==> config.mk <==
export PLATFORM = sky130hd
export DESIGN_NAME = clamp_sequencer
export DESIGN_NICKNAME = d
export VERILOG_FILES = /design/src/rtl/clamp_sequencer.sv
export SDC_FILE = /design/constraint.sdc
export NUM_CORES = 1
export LEC_CHECK = 0
export ABC_AREA = 0
export BUFFER_PORTS_ARGS = -buffer_cell sky130_fd_sc_hd__buf_4
export CORE_UTILIZATION = 35
export DETAILED_ROUTE_END_ITERATION = 12
export GPL_TIMING_DRIVEN = 1
export HOLD_SLACK_MARGIN = 0.05
export PLACE_DENSITY_LB_ADDON = 0.15
export SYNTH_ARGS = -nofsm -noshare
export SYNTH_HDL_FRONTEND = slang
export SYNTH_SLANG_ARGS = --single-unit
==> constraint.sdc <==
create_clock -name clk -period 2.5 [get_ports clk]
set_input_delay 0.5 -clock clk [delete_from_list [all_inputs] [get_ports clk]]
set_output_delay 0.5 -clock clk [all_outputs]
set_load 0.02 [all_outputs]
==> src/rtl/clamp_sequencer.sv <==
`default_nettype none
// ============================================================================
// Module  : clamp_sequencer
// Brief   : Clamp station sequencer: debounced arming, ready handshake with
//           timeout/retry, internally timed line/gear clamp, latched fault.
// Revision: 1.0 - initial release
// ============================================================================
module clamp_sequencer #(
   parameter int CNT_W         = 16,
   parameter int DEBOUNCE      = 4,
   parameter int READY_TIMEOUT = 1000,
   parameter int LINE_CYCLES   = 200,
   parameter int GEAR_CYCLES   = 500,
   parameter int MAX_RETRY     = 3
) (
   input  logic       clk,
   input  logic       reset,
   input  logic       flag,
   input  logic       detect,
   input  logic       ready,
   input  logic       mode,
   input  logic       abort,
   input  logic       clear_fault,
   output logic       open,
   output logic       en_sensor,
   output logic       en_acc,
   output logic       en_clamp,
   output logic       line_active,
   output logic       gear_active,
   output logic       busy,
   output logic       done,
   output logic       fault,
   output logic [1:0] fault_code,
   output logic [7:0] retry_cnt
);

   typedef enum logic [2:0] {
      S_IDLE     = 3'd0,
      S_ARM      = 3'd1,
      S_WAIT_RDY = 3'd2,
      S_LINE     = 3'd3,
      S_GEAR     = 3'd4,
      S_RELEASE  = 3'd5,
      S_FAULT    = 3'd6
   } state_t;

   localparam logic [CNT_W-1:0] C_DEB_LAST  = CNT_W'(DEBOUNCE - 1);
   localparam logic [CNT_W-1:0] C_TO_LAST   = CNT_W'(READY_TIMEOUT - 1);
   localparam logic [CNT_W-1:0] C_LINE_LAST = CNT_W'(LINE_CYCLES - 1);
   localparam logic [CNT_W-1:0] C_GEAR_LAST = CNT_W'(GEAR_CYCLES - 1);
   localparam logic [7:0]       C_MAX_RETRY = 8'(MAX_RETRY);
   localparam logic [1:0]       C_CODE_NONE    = 2'b00;
   localparam logic [1:0]       C_CODE_TIMEOUT = 2'b01;
   localparam logic [1:0]       C_CODE_ABORT   = 2'b10;

   state_t           state_q, state_d;
   logic [CNT_W-1:0] cnt_q, cnt_d;
   logic             mode_q, mode_d;
   logic [7:0]       retry_q, retry_d;
   logic [1:0]       code_q, code_d;

   logic             w_armed;
   logic [7:0]       w_retry_inc;

   assign w_armed     = flag & detect;
   assign w_retry_inc = retry_q + 8'd1;

   always_comb begin
      state_d = state_q;
      cnt_d   = cnt_q + CNT_W'(1);
      mode_d  = mode_q;
      retry_d = retry_q;
      code_d  = code_q;
      case (state_q)
         S_IDLE: begin
            cnt_d = '0;
            if (w_armed) state_d = S_ARM;
         end
         S_ARM: begin
            if (!w_armed) begin
               state_d = S_IDLE;
            end else if (cnt_q == C_DEB_LAST) begin
               state_d = S_WAIT_RDY;
               mode_d  = mode;
            end
         end
         S_WAIT_RDY: begin
            if (ready) begin
               state_d = mode_q ? S_GEAR : S_LINE;
            end else if (cnt_q == C_TO_LAST) begin
               retry_d = w_retry_inc;
               if (w_retry_inc == C_MAX_RETRY) begin
                  state_d = S_FAULT;
                  code_d  = C_CODE_TIMEOUT;
               end else begin
                  state_d = S_IDLE;
               end
            end
         end
         S_LINE: begin
            if (abort) begin
               state_d = S_FAULT;
               code_d  = C_CODE_ABORT;
            end else if (cnt_q == C_LINE_LAST) begin
               state_d = S_RELEASE;
            end
         end
         S_GEAR: begin
            if (abort) begin
               state_d = S_FAULT;
               code_d  = C_CODE_ABORT;
            end else if (cnt_q == C_GEAR_LAST) begin
               state_d = S_RELEASE;
            end
         end
         S_RELEASE: begin
            retry_d = 8'd0;
            state_d = S_IDLE;
         end
         S_FAULT: begin
            cnt_d = '0;
            if (clear_fault && !flag) begin
               state_d = S_IDLE;
               code_d  = C_CODE_NONE;
               retry_d = 8'd0;
            end
         end
         default: state_d = S_IDLE;
      endcase
      // Every transition restarts the phase counter.
      if (state_d != state_q) cnt_d = '0;
   end

   always_ff @(posedge clk) begin
      if (reset) begin
         state_q <= S_IDLE;
         cnt_q   <= '0;
         mode_q  <= 1'b0;
         retry_q <= 8'd0;
         code_q  <= C_CODE_NONE;
      end else begin
         state_q <= state_d;
         cnt_q   <= cnt_d;
         mode_q  <= mode_d;
         retry_q <= retry_d;
         code_q  <= code_d;
      end
   end

   assign open        = (state_q != S_LINE);
   assign en_sensor   = (state_q == S_IDLE) || (state_q == S_ARM) || (state_q == S_WAIT_RDY);
   assign en_acc      = (state_q == S_WAIT_RDY);
   assign en_clamp    = (state_q == S_LINE) || (state_q == S_GEAR);
   assign line_active = (state_q == S_LINE);
   assign gear_active = (state_q == S_GEAR);
   assign busy        = (state_q != S_IDLE) && (state_q != S_FAULT);
   assign done        = (state_q == S_RELEASE);
   assign fault       = (state_q == S_FAULT);
   assign fault_code  = code_q;
   assign retry_cnt   = retry_q;

endmodule
`default_nettype wire

==> qor_table.md, run 1 <==
| Metric | This run | Unit |
|---|---|---|
| Via count of the first global-routing pass | 1721 | - |
| Terminus of the critical flop-to-flop path | cnt_q[6] | - |
| GR Util All Layers | 0.169 | - |
| Setup fix buffers added after clock tree synthesis | 0 | - |
| Clock tree from TritonCTS | built | - |
| Area Growth Syn to Fin | 20.7 | % |
| Final hold vios | 0 | - |
| Kind of path behind the tightest hold check | input pin to flip-flop | - |
| Switch share | 0.224 | - |
| Fraction of registers with async set/reset | 0 | - |
| Leakage component of the power | 0.876 | nW |
| CTS Buf Count | 5 | - |
| Hold_sp | mode | - |
| Worst ir drop on vdd | 0.228 | mV |
| Maximum number of pins on one net before global-route repair | 17 | - |
| Clock sink total | 30 | - |
| Clock network fraction of total power | 0.437 | - |
| Category of the critical setup timing path | flip-flop to flip-flop | - |
| Number of I/O pins | 27 | - |
| Share of the yosys chip area belonging to registers | 0.298 | - |
| Max-slew violation count | 0 | - |
| Final period demand of the worst path | 2.29 | ns |
| Seq pwr share | 0.521 | - |
| Clk Tree Root Cell | sky130_fd_sc_hd__clkbuf_8 | - |
| Count of nets after finishing | 281 | - |
| Antenna-violating nets left | 0 | - |
| Number of storage elements in the synthesis netlist | 30 | - |
| Count of yosys warnings during synthesis | 0 | - |
| Effective utilization at floorplan | 0.364 | - |
| Internal power | 718 | uW |
| Depth of the worst register-to-register path | 6 | - |
| Highest achievable clock rate | 0.437 | GHz |
| Post-Place Worst Slack | 0.189 | ns |
| Average size of a mapped cell | 8.58 | um^2 |
| Clock transition at the registers of the reported paths | 0.07 | ns |
| Die span in y | 77.9 | um |
| WL per Instance | 14.0 | um |
| Critical path required time | 2.69 | ns |
| Die outline area | 0.00607 | mm^2 |
| Setup repair after global routing missed its margin | no | - |
| Launching point of the worst reg2reg path | retry_cnt[1] | - |
| Initial antenna violation count | 0 | - |
| Setup-violating endpoint count in the final report | 0 | - |
| Horizontal die dimension | 77.9 | um |
| Non-filler cells in the finished layout | 343 | - |
| Syn nets | 246 | - |
| Number of violations reported at the end of detailed-routing iteration 0 | 74 | - |
| EDFF count, synth | 0 | - |
| Post-detailed-placement half-perimeter wirelength | 3.58 | mm |
| Critical path endpoint category | flip-flop | - |
| Cell depth of the worst min-delay path | 3 | - |
| Arrival @ worst endpoint | 2.48 | ns |
| Clock latency on the worst-skew pair | 0.28 | ns |
| Netlist cell types | 58 | - |
| Gpl congestion | 0.814 | - |
| Outcome | completed | - |
| Count of standard-cell rows | 27 | - |
| Summed instance area of the synthesized netlist | 0.00202 | mm^2 |
| Remaining global-route overflow | 0 | - |
| Final Routed Wirelength | 4.80 | mm |
| Dominant synthesized flop cell | sky130_fd_sc_hd__dfxtp_1 | - |
| Clock Path Buffers | 2 | - |
| Worst-case register-to-register setup slack | 0.21 | ns |
| H-tree Lvls | 2 | - |
| Worst Slack Setup Final | 0.211 | ns |
| Maximum fanout along the worst path | 16 | - |
| TNS Setup | 0 | ns |
| Worst-margin pin slew | 0.793 | ns |
| Placed cell count | 335 | - |
| Max-capacitance violation count | 0 | - |
| Share of final-layout standard cells stronger than drive strength 1 | 0.273 | - |
| Via-per-instance ratio | 5.27 | - |
| Maximum clock skew at final layout | 0.00635 | ns |
| Category of the worst setup path launch point | flip-flop | - |
| Antenna diodes | 0 | - |
| Worst hold endpoint | mode_q | - |
| Worst slew margin relative to its limit | 0.472 | - |
| Standard cell core area | 0.00554 | mm^2 |
| Combinational share of power | 0.042 | - |
| Post-Syn Instances | 235 | - |
| Switching power | 207 | uW |
| P per Cell Area | 380 | mW/mm^2 |
| # DRC | 0 | - |
| Global-route wire length before repair | 8.18 | mm |
| Portion of the clock cycle consumed by the worst path in the final layout | 0.916 | - |
| Detailed Routing Iterations Pass 1 | 4 | - |
| Via Count | 1809 | - |
| Port-buffer cells | 26 | - |
cells in the final DEF (no fill, tap or decap), types with 2 or more instances in the layout:
cell	synthesis	layout
sky130_fd_sc_hd__nor3_1	8	8
sky130_fd_sc_hd__and2_1	4	4
sky130_fd_sc_hd__nor2_1	16	16
sky130_fd_sc_hd__nand3b_1	3	3
sky130_fd_sc_hd__ha_1	3	2
sky130_fd_sc_hd__xnor2_1	9	9
sky130_fd_sc_hd__nor3b_2	2	2
sky130_fd_sc_hd__nand4_1	5	5
sky130_fd_sc_hd__inv_1	9	9
sky130_fd_sc_hd__nand2_1	18	18
sky130_fd_sc_hd__o21a_1	3	3
sky130_fd_sc_hd__nand3_1	7	7
sky130_fd_sc_hd__a21oi_1	13	13
sky130_fd_sc_hd__o21ai_0	8	8
sky130_fd_sc_hd__clkbuf_8	0	6
sky130_fd_sc_hd__nand2b_1	4	4
sky130_fd_sc_hd__nor2b_1	6	6
sky130_fd_sc_hd__and3_1	4	4
sky130_fd_sc_hd__a31oi_1	6	6
sky130_fd_sc_hd__mux2i_1	2	2
sky130_fd_sc_hd__nor3_2	9	9
sky130_fd_sc_hd__or2_2	3	3
sky130_fd_sc_hd__nor3b_1	5	5
sky130_fd_sc_hd__or3_1	3	3
sky130_fd_sc_hd__xor2_1	7	7
sky130_fd_sc_hd__and4_1	2	2
sky130_fd_sc_hd__buf_4	0	37
sky130_fd_sc_hd__dfxtp_1	30	30
sky130_fd_sc_hd__nor4_1	9	8
synth_stat cells (2+ instances only):
cell,n,area share
sky130_fd_sc_hd__nor3_1,8,0.020
sky130_fd_sc_hd__nor2b_1,6,0.019
sky130_fd_sc_hd__nand2_1,18,0.033
sky130_fd_sc_hd__nand2b_1,4,0.012
sky130_fd_sc_hd__clkbuf_1,5,0.0093
sky130_fd_sc_hd__buf_2,2,0.0050
sky130_fd_sc_hd__xnor2_1,9,0.039
sky130_fd_sc_hd__nor4_1,9,0.028
sky130_fd_sc_hd__nor2_1,16,0.030
sky130_fd_sc_hd__inv_1,9,0.017
sky130_fd_sc_hd__a21oi_1,13,0.032
sky130_fd_sc_hd__a31oi_1,6,0.019
sky130_fd_sc_hd__and2_1,4,0.012
sky130_fd_sc_hd__nor3b_2,2,0.012
sky130_fd_sc_hd__and3_1,4,0.012
sky130_fd_sc_hd__xor2_1,7,0.030
sky130_fd_sc_hd__nand3b_1,3,0.011
sky130_fd_sc_hd__buf_6,2,0.011
sky130_fd_sc_hd__nand3_1,7,0.017
sky130_fd_sc_hd__o21a_1,3,0.011
sky130_fd_sc_hd__dfxtp_1,30,0.30
sky130_fd_sc_hd__ha_1,3,0.019
sky130_fd_sc_hd__nor3_2,9,0.045
sky130_fd_sc_hd__mux2i_1,2,0.0099
sky130_fd_sc_hd__o21ai_0,8,0.020
sky130_fd_sc_hd__or2_2,3,0.0093
sky130_fd_sc_hd__nor3b_1,5,0.019
sky130_fd_sc_hd__nand4_1,5,0.016
sky130_fd_sc_hd__and4_1,2,0.0087
sky130_fd_sc_hd__or3_1,3,0.0093
worst max-delay path by stage:
| stage | slack [ns] | startpoint | endpoint | depth (start not counted) |
|---|---|---|---|---|
| 2_1_floorplan | 0.19 | retry_cnt[3] | cnt_q[1] | 8 |
| 3_3_place_gp | 0.22 | retry_cnt[1] | cnt_q[3] | 7 |
| 3_5_place_dp | 0.19 | retry_cnt[1] | cnt_q[6] | 7 |
| 4_1_cts | 0.18 | retry_cnt[1] | cnt_q[6] | 7 |
| 5_1_grt | 0.01 | retry_cnt[0] | cnt_q[8] | 6 |
| 6_report | 0.21 | retry_cnt[1] | cnt_q[6] | 6 |
per-stage QoR:
step	utilization	hold slack, ns	total power [mW]	area, um^2
after floorplan	-	0.469	0.512	2020
after global placement	0.421	0.456	0.532	2330
after detailed placement	0.421	0.458	0.532	2330
after CTS	0.438	0.458	0.946	2420
after global routing	0.439	0.473	0.968	2430
final	0.439	0.463	0.926	2430
worst max-delay path: stages (launching register included):
cell,delay (ns)
sky130_fd_sc_hd__dfxtp_1,0.41
sky130_fd_sc_hd__nand2_1,0.13
sky130_fd_sc_hd__or4_4,0.54
sky130_fd_sc_hd__a2111oi_4,0.39
sky130_fd_sc_hd__a21boi_2,0.11
sky130_fd_sc_hd__o211a_4,0.34
sky130_fd_sc_hd__nor4_1,0.27
cells by family after synthesis:
family / after synthesis / share of synthesized area
and+or+nand+nor: 116 / 0.368
muxes: 2 / 0.00993
DFF: 30 / 0.298
AOI/OAI and AO/OA: 49 / 0.184
xor gates and xnor gates: 16 / 0.0695
buffers and inverters: 19 / 0.0521
adders and majority gates: 3 / 0.0186
timing repair:
| action | 4_1_cts | 5_1_grt |
|---|---|---|
| hold buffers | 0 | 0 |
| gates resized for setup | 0 | 2 |
| setup endpoints to repair | 0 | 5 |
routing by layer:
layer  wire [um]  up-vias  part of all wire  track usage
met5           0        -                 0            0
met4          41        0            0.0085       0.0444
met3         185        4             0.039       0.0424
met2        2130       31              0.44        0.274
met1        2440      847              0.51        0.223
li1            -      927                 -            -
layout make-up:
type	instances	area, um^2
Inverter	9	33.8
Timing Repair Buffer	38	298
Tap cell	72	90.1
Sequential cell	30	601
Clock buffer	7	86.3
Fill cell	570	3110
Multi-Input combinational cell	186	1320
Clock inverter	1	5.00
power groups by stage:
stage          logic (mW)  registers (mW)  clock network [mW]
2_1_floorplan      0.0209           0.491                   0
3_3_place_gp       0.0388           0.493                   0
3_5_place_dp       0.0387           0.493                   0
4_1_cts            0.0388           0.482               0.425
5_1_grt            0.0419           0.482               0.444
6_report           0.0385           0.482               0.405
flip-flops by register name, summed over array words and instances, names as in the netlist:
name	cells
mode_q	1
cnt_q	16
retry_cnt	8
fault_code	2
state_q	3
(Power assumes the default switching activity.)
==> run 2: changes to the inputs <==
--- a/config.mk
+++ b/config.mk
@@ -8,6 +8,7 @@
 export ABC_AREA = 0
 export BUFFER_PORTS_ARGS = -buffer_cell sky130_fd_sc_hd__buf_4
 export CORE_UTILIZATION = 35
+export CTS_BUF_LIST = sky130_fd_sc_hd__clkbuf_8
 export DETAILED_ROUTE_END_ITERATION = 12
 export GPL_TIMING_DRIVEN = 1
 export HOLD_SLACK_MARGIN = 0.05
==> constraint.sdc (replaced) <==
create_clock -name clk -period 2.1 [get_ports clk]
set_input_delay 0.42 -clock clk [delete_from_list [all_inputs] [get_ports clk]]
set_output_delay 0.42 -clock clk [all_outputs]
set_load 0.02 [all_outputs]
==> run 2 against run 1 <==
The flow now finishes with violations (negative setup slack). Clock skew hardly changed. Cell area rose by 20%. Clock-buffer cell count down 2. Final cell count rose by 13%. Critical path type unchanged. Largest cell class unchanged.
==> qor_table.md, run 2 (synthesized netlist as in run 1, its figures left out) <==
| Metric | This run | Unit | Change |
|---|---|---|---|
| Final hold vios | 0 | - | unchanged |
| Count of standard-cell rows | 27 | - | unchanged |
| Hold-fix buffer count after cts | 0 | - | unchanged |
| Setup-violating endpoint count in the final report | 14 | - | +14 |
| Horizontal die dimension | 77.9 | um | unchanged |
| GR Util All Layers | 0.191 | - | +0.0219 |
| Standard cell core area | 0.00554 | mm^2 | unchanged |
| Setup repair after global routing missed its margin | yes | - |  |
| Critical path required time | 2.29 | ns | -0.40 ns |
| TNS Setup | -0.448 | ns | -0.448 ns |
| Post-detailed-placement half-perimeter wirelength | 4.02 | mm | +12% |
| Clock Path Buffers | 2 | - | unchanged |
| Non-filler cells in the finished layout | 386 | - | +13% |
| Portion of the clock cycle consumed by the worst path in the final layout | 1.03 | - | +0.115 |
| Launching point of the worst reg2reg path | retry_cnt[1] | - |  |
| Violated checks | negative setup slack | - |  |
| Clock sink total | 30 | - | unchanged |
| Share of final-layout standard cells stronger than drive strength 1 | 0.436 | - | +0.163 |
| Crit. path cell count | 7 | - | +1 |
| Category of the critical setup timing path | flip-flop to flip-flop | - |  |
| Die outline area | 0.00607 | mm^2 | unchanged |
| Clock transition at the registers of the reported paths | 0.07 | ns | about the same |
| Via Count | 2029 | - | +12% |
| Worst-case register-to-register setup slack | -0.06 | ns | -0.28 ns |
| Global-route wire length before repair | 9.11 | mm | +11% |
| Maximum fanout along the worst path | 5 | - | -11 |
| Largest register FFs | 16 | - | unchanged |
| Depth of the worst register-to-register path | 7 | - | +1 |
| Final Routed Wirelength | 5.51 | mm | +15% |
| Hold_sp | mode | - |  |
| Die span in y | 77.9 | um | unchanged |
| Most common library cell in the layout ignoring fill and taps | sky130_fd_sc_hd__buf_4 | - |  |
| Max-capacitance violation count | 0 | - | unchanged |
| Leakage component of the power | 1.12 | nW | +28% |
| Placed cell count | 372 | - | +11% |
| Via count of the first global-routing pass | 1895 | - | +10% |
| Detailed Routing Iterations Pass 1 | 4 | - | unchanged |
| Clock latency on the worst-skew pair | 0.28 | ns | about the same |
| Terminus of the critical flop-to-flop path | cnt_q[5] | - |  |
| Arrival @ worst endpoint | 2.35 | ns | -0.13 ns |
| Maximum clock skew at final layout | 0.00649 | ns | +0.000147 ns |
| Number of violations reported at the end of detailed-routing iteration 0 | 97 | - | +31% |
| Cell depth of the worst min-delay path | 3 | - | unchanged |
| Final Util | 0.526 | - | +0.0867 |
| Worst Slack Setup Final | -0.0648 | ns | -0.275 ns |
| Largest register by flop count | cnt_q | - |  |
| Remaining global-route overflow | 0 | - | unchanged |
| Area Growth Syn to Fin | 44.5 | % |  |
| Cell family with the largest share of critical-path delay | simple AND/OR/NAND/NOR gates | - |  |
| Outcome | finished with violations | - |  |
| Antenna-violating nets left | 0 | - | unchanged |
| Number of I/O pins | 27 | - | unchanged |
| Worst path max stage delay | 0.53 | ns | about the same |
| Maximum number of pins on one net before global-route repair | 17 | - | unchanged |
| Worst-margin pin slew | 0.400 | ns | -0.393 ns |
| Port-buffer cells | 26 | - | unchanged |
| Clk Tree Root Cell | sky130_fd_sc_hd__clkbuf_8 | - |  |
| Cell type of the slowest stage on the worst timing path | sky130_fd_sc_hd__or4_4 | - |  |
| Final period demand of the worst path | 2.16 | ns | -0.125 ns |
| Effective utilization at floorplan | 0.364 | - | unchanged |
| Initial antenna violation count | 0 | - | unchanged |
| CTS Buf Count | 5 | - | unchanged |
| Category of the worst setup path launch point | flip-flop | - |  |
| Worst ir drop on vdd | 0.287 | mV | +26% |
| Max-slew violation count | 0 | - | unchanged |
| Critical path endpoint category | flip-flop | - |  |
| WL per Instance | 14.3 | um | +1.9% |
| CP cell instances | nand2_2 > or4_4 > a2111oi_4 > a21boi_2 > o211a_4 > buf_12 > nor4_2 | - |  |
| Combined buffer and inverter count along the critical path | 1 | - | +1 |
| Leading cell types in the layout, fill and taps excluded | sky130_fd_sc_hd__buf_4 (76), sky130_fd_sc_hd__dfxtp_1 (21), sky130_fd_sc_hd__nand2_1 (17), sky130_fd_sc_hd__nor2_1 (16), sky130_fd_sc_hd__inv_1 (12) | - |  |
| Via-per-instance ratio | 5.26 | - | -0.33% |
| P per Cell Area | 365 | mW/mm^2 | -3.9% |
| # DRC | 0 | - | unchanged |
| Worst slew margin relative to its limit | 0.733 | - | +0.262 |
| Highest achievable clock rate | 0.462 | GHz | +5.8% |
| Clock tree from TritonCTS | built | - |  |
| H-tree Lvls | 2 | - | unchanged |
| Worst hold endpoint | mode_q | - |  |
| Count of nets after finishing | 324 | - | +15% |
| Antenna diodes | 0 | - | unchanged |
| Gpl congestion | 0.801 | - | -1.6% |
| Kind of path behind the tightest hold check | input pin to flip-flop | - |  |
-- run 2: through the flow --
| stage | setup WS [ns] | total power, mW | hold WS (ns) | cell area [um^2] |
|---|---|---|---|---|
| 5_1_grt | -0.176 | 1.11 | 0.447 | 2910 |
| 3_3_place_gp | -0.0433 | 0.634 | 0.449 | 2660 |
| 6_report | -0.0648 | 1.07 | 0.423 | 2910 |
| 2_1_floorplan | -0.0953 | 0.607 | 0.469 | 2040 |
| 3_5_place_dp | -0.0897 | 0.635 | 0.454 | 2660 |
| 4_1_cts | -0.0748 | 1.08 | 0.415 | 2810 |
-- run 2: layout make-up --
| cell class | instances | area (um^2) |
|---|---|---|
| Inverter | 9 | 33.8 |
| Clock inverter | 3 | 11.3 |
| Tap cell | 72 | 90.1 |
| Fill cell | 558 | 2630 |
| Sequential cell | 30 | 617 |
| Multi-Input combinational cell | 186 | 1420 |
| Timing Repair Buffer | 81 | 671 |
| Clock buffer | 5 | 68.8 |
-- run 2: power by group --
| part | switching (mW) | internal, mW | leakage [nW] |
|---|---|---|---|
| Combinational | 0.0292 | 0.0242 | 0.818 |
| Clock | 0.221 | 0.221 | 0.0519 |
| Sequential | 0.00255 | 0.568 | 0.247 |
-- run 2: layer usage --
layer / vias up / GRT usage / share of wire
met5: - / 0 / 0
met4: 0 / 0.0519 / 0.0044
met3: 2 / 0.0424 / 0.045
met2: 47 / 0.318 / 0.49
met1: 962 / 0.248 / 0.46
li1: 1018 / - / -
-- run 2: how the worst max path moves through the flow --
stage / startpoint / to / slack, ns
3_5_place_dp: retry_cnt[1] / cnt_q[3] / -0.09
2_1_floorplan: retry_cnt[3] / cnt_q[1] / -0.1
6_report: retry_cnt[1] / cnt_q[5] / -0.06
4_1_cts: retry_cnt[1] / cnt_q[9] / -0.07
3_3_place_gp: retry_cnt[1] / cnt_q[9] / -0.04
5_1_grt: retry_cnt[1] / cnt_q[5] / -0.18
-- run 2: worst register-to-register path, cell delays in order, from the launching register on --
cell and delay [ns]:
sky130_fd_sc_hd__dfxtp_2 0.35, sky130_fd_sc_hd__nand2_2 0.07, sky130_fd_sc_hd__or4_4 0.53, sky130_fd_sc_hd__a2111oi_4 0.36, sky130_fd_sc_hd__a21boi_2 0.11, sky130_fd_sc_hd__o211a_4 0.27, sky130_fd_sc_hd__buf_12 0.14, sky130_fd_sc_hd__nor4_2 0.24
-- run 2: timing repair --
item | CTS | global route
setup endpoints to repair | 12 | 21
buffers inserted | 2 | 3
pin swaps | 5 | 4
gates cloned | 0 | 1
gates resized for setup | 10 | 12
==> run 3: changes to the inputs <==
--- a/config.mk
+++ b/config.mk
@@ -13,6 +13,7 @@
 export GPL_TIMING_DRIVEN = 1
 export HOLD_SLACK_MARGIN = 0.05
 export PLACE_DENSITY_LB_ADDON = 0.15
+export REMOVE_ABC_BUFFERS = 1
 export SYNTH_ARGS = -nofsm -noshare
 export SYNTH_HDL_FRONTEND = slang
 export SYNTH_SLANG_ARGS = --single-unit
==> run 3 against run 2 <==
Critical path type unchanged. Die area stayed put. The run still ends with negative setup slack left. Clock skew is 0.0016 ns higher. Final cell count is 1.0% lower. Largest cell class unchanged. Worst setup slack better by 0.054 ns. Maximum frequency is 2.6% higher. Combinational power is 7.9% higher. Wire length is 1.1% lower.
==> qor_table.md, run 3 (synthesized netlist as in run 1, its figures left out) <==
| Metric | This run | Unit | Change |
|---|---|---|---|
| Category of the worst setup path launch point | flip-flop | - |  |
| Clock Path Buffers | 2 | - | unchanged |
| Category of the critical setup timing path | flip-flop to flip-flop | - |  |
| Maximum fanout along the worst path | 7 | - | +2 |
| Number of I/O pins | 27 | - | unchanged |
| Cell type of the slowest stage on the worst timing path | sky130_fd_sc_hd__or4_4 | - |  |
| Fillers | 531 | - | -4.8% |
| Initial antenna violation count | 0 | - | unchanged |
| Kind of path behind the tightest hold check | input pin to flip-flop | - |  |
| Setup repair after global routing missed its margin | yes | - |  |
| Global-route wire length before repair | 8.87 | mm | -2.6% |
| Largest register by flop count | cnt_q | - |  |
| Combined buffer and inverter count along the critical path | 1 | - | unchanged |
| Violated checks | negative setup slack | - |  |
| Setup-violating endpoint count in the final report | 3 | - | -11 |
| # DRC | 0 | - | unchanged |
| Worst slew margin relative to its limit | 0.735 | - | +0.00119 |
| Final non-filler cell area | 0.00295 | mm^2 | +1.1% |
| H-tree Lvls | 2 | - | unchanged |
| Remaining global-route overflow | 0 | - | unchanged |
| Maximum number of pins on one net before global-route repair | 17 | - | unchanged |
| Largest register FFs | 16 | - | unchanged |
| Leakage component of the power | 1.12 | nW | +0.26% |
| Clock transition at the registers of the reported paths | 0.07 | ns | about the same |
| Max-capacitance violation count | 0 | - | unchanged |
| Max-slew violation count | 0 | - | unchanged |
| Smallest hold slack | 0.383 | ns | -0.0403 ns |
| Maximum clock skew at final layout | 0.00810 | ns | +0.00160 ns |
| Final hold vios | 0 | - | unchanged |
| Worst-margin pin slew | 0.395 | ns | -0.00482 ns |
| Critical path endpoint category | flip-flop | - |  |
| Final Routed Wirelength | 5.45 | mm | -1.1% |
| CP cell instances | nand3_4 > or4_4 > a2111oi_4 > a21boi_2 > o211a_4 > buf_12 > nor4_2 | - |  |
| Effective utilization at floorplan | 0.364 | - | unchanged |
| Critical path required time | 2.30 | ns | about the same |
| Share of final-layout standard cells stronger than drive strength 1 | 0.445 | - | +0.00886 |
| Clock tree from TritonCTS | built | - |  |
| Count of standard-cell rows | 27 | - | unchanged |
| Antenna-violating nets left | 0 | - | unchanged |
| Placed cell count | 368 | - | -1.1% |
| Highest achievable clock rate | 0.474 | GHz | +2.6% |
| Detailed Routing Iterations Pass 1 | 4 | - | unchanged |
| Clock latency on the worst-skew pair | 0.29 | ns | about the same |
| P per Cell Area | 379 | mW/mm^2 | +3.7% |
| Worst ir drop on vdd | 0.195 | mV | -32% |
| Via Count | 1961 | - | -3.4% |
| Gpl congestion | 0.803 | - | +0.25% |
| Cell family with the largest share of critical-path delay | simple AND/OR/NAND/NOR gates | - |  |
| Standard cell core area | 0.00554 | mm^2 | unchanged |
| Area Growth Syn to Fin | 46.1 | % |  |
| Number of violations reported at the end of detailed-routing iteration 0 | 108 | - | +11% |
| TNS Setup | -0.0141 | ns | +0.434 ns |
| Arrival @ worst endpoint | 2.31 | ns | -0.04 ns |
| Final period demand of the worst path | 2.11 | ns | -0.0541 ns |
| Via-per-instance ratio | 5.13 | - | -2.3% |
| Die span in y | 77.9 | um | unchanged |
| Portion of the clock cycle consumed by the worst path in the final layout | 1.01 | - | -0.0258 |
| Clock sink total | 30 | - | unchanged |
| Antenna diodes | 0 | - | unchanged |
| Port-buffer cells | 26 | - | unchanged |
| Leading cell types in the layout, fill and taps excluded | sky130_fd_sc_hd__buf_4 (71), sky130_fd_sc_hd__dfxtp_1 (21), sky130_fd_sc_hd__nand2_1 (17), sky130_fd_sc_hd__nor2_1 (15), sky130_fd_sc_hd__a21oi_1 (11) | - |  |
| Die outline area | 0.00607 | mm^2 | unchanged |
| GR Util All Layers | 0.187 | - | -0.00471 |
| WL per Instance | 14.3 | um | about the same |
| Worst path max stage delay | 0.53 | ns | about the same |
| Hold-fix buffer count after cts | 0 | - | unchanged |
| Most common library cell in the layout ignoring fill and taps | sky130_fd_sc_hd__buf_4 | - |  |
| Outcome | finished with violations | - |  |
| Via count of the first global-routing pass | 1867 | - | -1.5% |
| Post-detailed-placement half-perimeter wirelength | 3.88 | mm | -3.4% |
| CTS Buf Count | 5 | - | unchanged |
| Worst Slack Setup Final | -0.0106 | ns | +0.0541 ns |
| Area after DPL | 0.00259 | mm^2 | -2.6% |
| Count of nets after finishing | 320 | - | -1.2% |
| Horizontal die dimension | 77.9 | um | unchanged |
| Non-filler cells in the finished layout | 382 | - | -1.0% |
| Clk Tree Root Cell | sky130_fd_sc_hd__clkbuf_8 | - |  |
run 3: worst paths after layout:
| path | from | endpoint | slack [ns] | depth (start not counted) |
|---|---|---|---|---|
| min | mode | mode_q | 0.38 | 3 |
| max | retry_cnt[4] | cnt_q[6] | -0.01 | 7 |
| min reg2reg | fault_code[0] | fault_code[0] | 0.47 | 1 |
| max reg2reg | retry_cnt[4] | cnt_q[6] | -0.01 | 7 |
run 3: repair_timing:
item | 4_1_cts | 5_1_grt
hold endpoints to repair | 0 | 0
resized for setup | 17 | 19
setup buffers | 3 | 1
pin swaps | 21 | 13
cloned | 1 | 1
endpoints found under the setup margin | 16 | 19
run 3: per-stage QoR:
| step | setup slack, ns | total power [mW] | utilization |
|---|---|---|---|
| 2_1_floorplan | -0.336 | 0.606 | - |
| 3_5_place_dp | -0.150 | 0.635 | 0.468 |
| 6_report | -0.0106 | 1.12 | 0.532 |
| 4_1_cts | -0.0929 | 1.13 | 0.511 |
| 5_1_grt | -0.0841 | 1.18 | 0.532 |
| 3_3_place_gp | -0.122 | 0.635 | 0.468 |
run 3: cell type report:
| type | instances | area [um^2] | share of cell area |
|---|---|---|---|
| well taps | 72 | 90.1 | 0.0306 |
| clock inverters | 2 | 8.76 | 0.00297 |
| inverters | 9 | 33.8 | 0.0115 |
| clock buffers | 6 | 82.6 | 0.0280 |
| repair buffers | 77 | 666 | 0.226 |
| multi-input cells | 186 | 1450 | 0.493 |
| flip-flops and latches | 30 | 612 | 0.208 |
run 3: metal layers:
layer  share of wire  global-route usage
met1            0.48               0.245
met2            0.47               0.304
met3           0.030              0.0424
met4           0.012              0.0556
met5               0                   0
run 3: worst reg2reg max path, stage by stage, from the launching register on:
cell,delay (ns)
sky130_fd_sc_hd__dfxtp_2,0.35
sky130_fd_sc_hd__nand3_4,0.08
sky130_fd_sc_hd__or4_4,0.53
sky130_fd_sc_hd__a2111oi_4,0.34
sky130_fd_sc_hd__a21boi_2,0.11
sky130_fd_sc_hd__o211a_4,0.29
sky130_fd_sc_hd__buf_12,0.15
sky130_fd_sc_hd__nor4_2,0.19
run 3: report_power, final:
group	switching, mW	internal, mW
Clock	0.227	0.259
Sequential	0.00289	0.570
Combinational	0.0311	0.0264
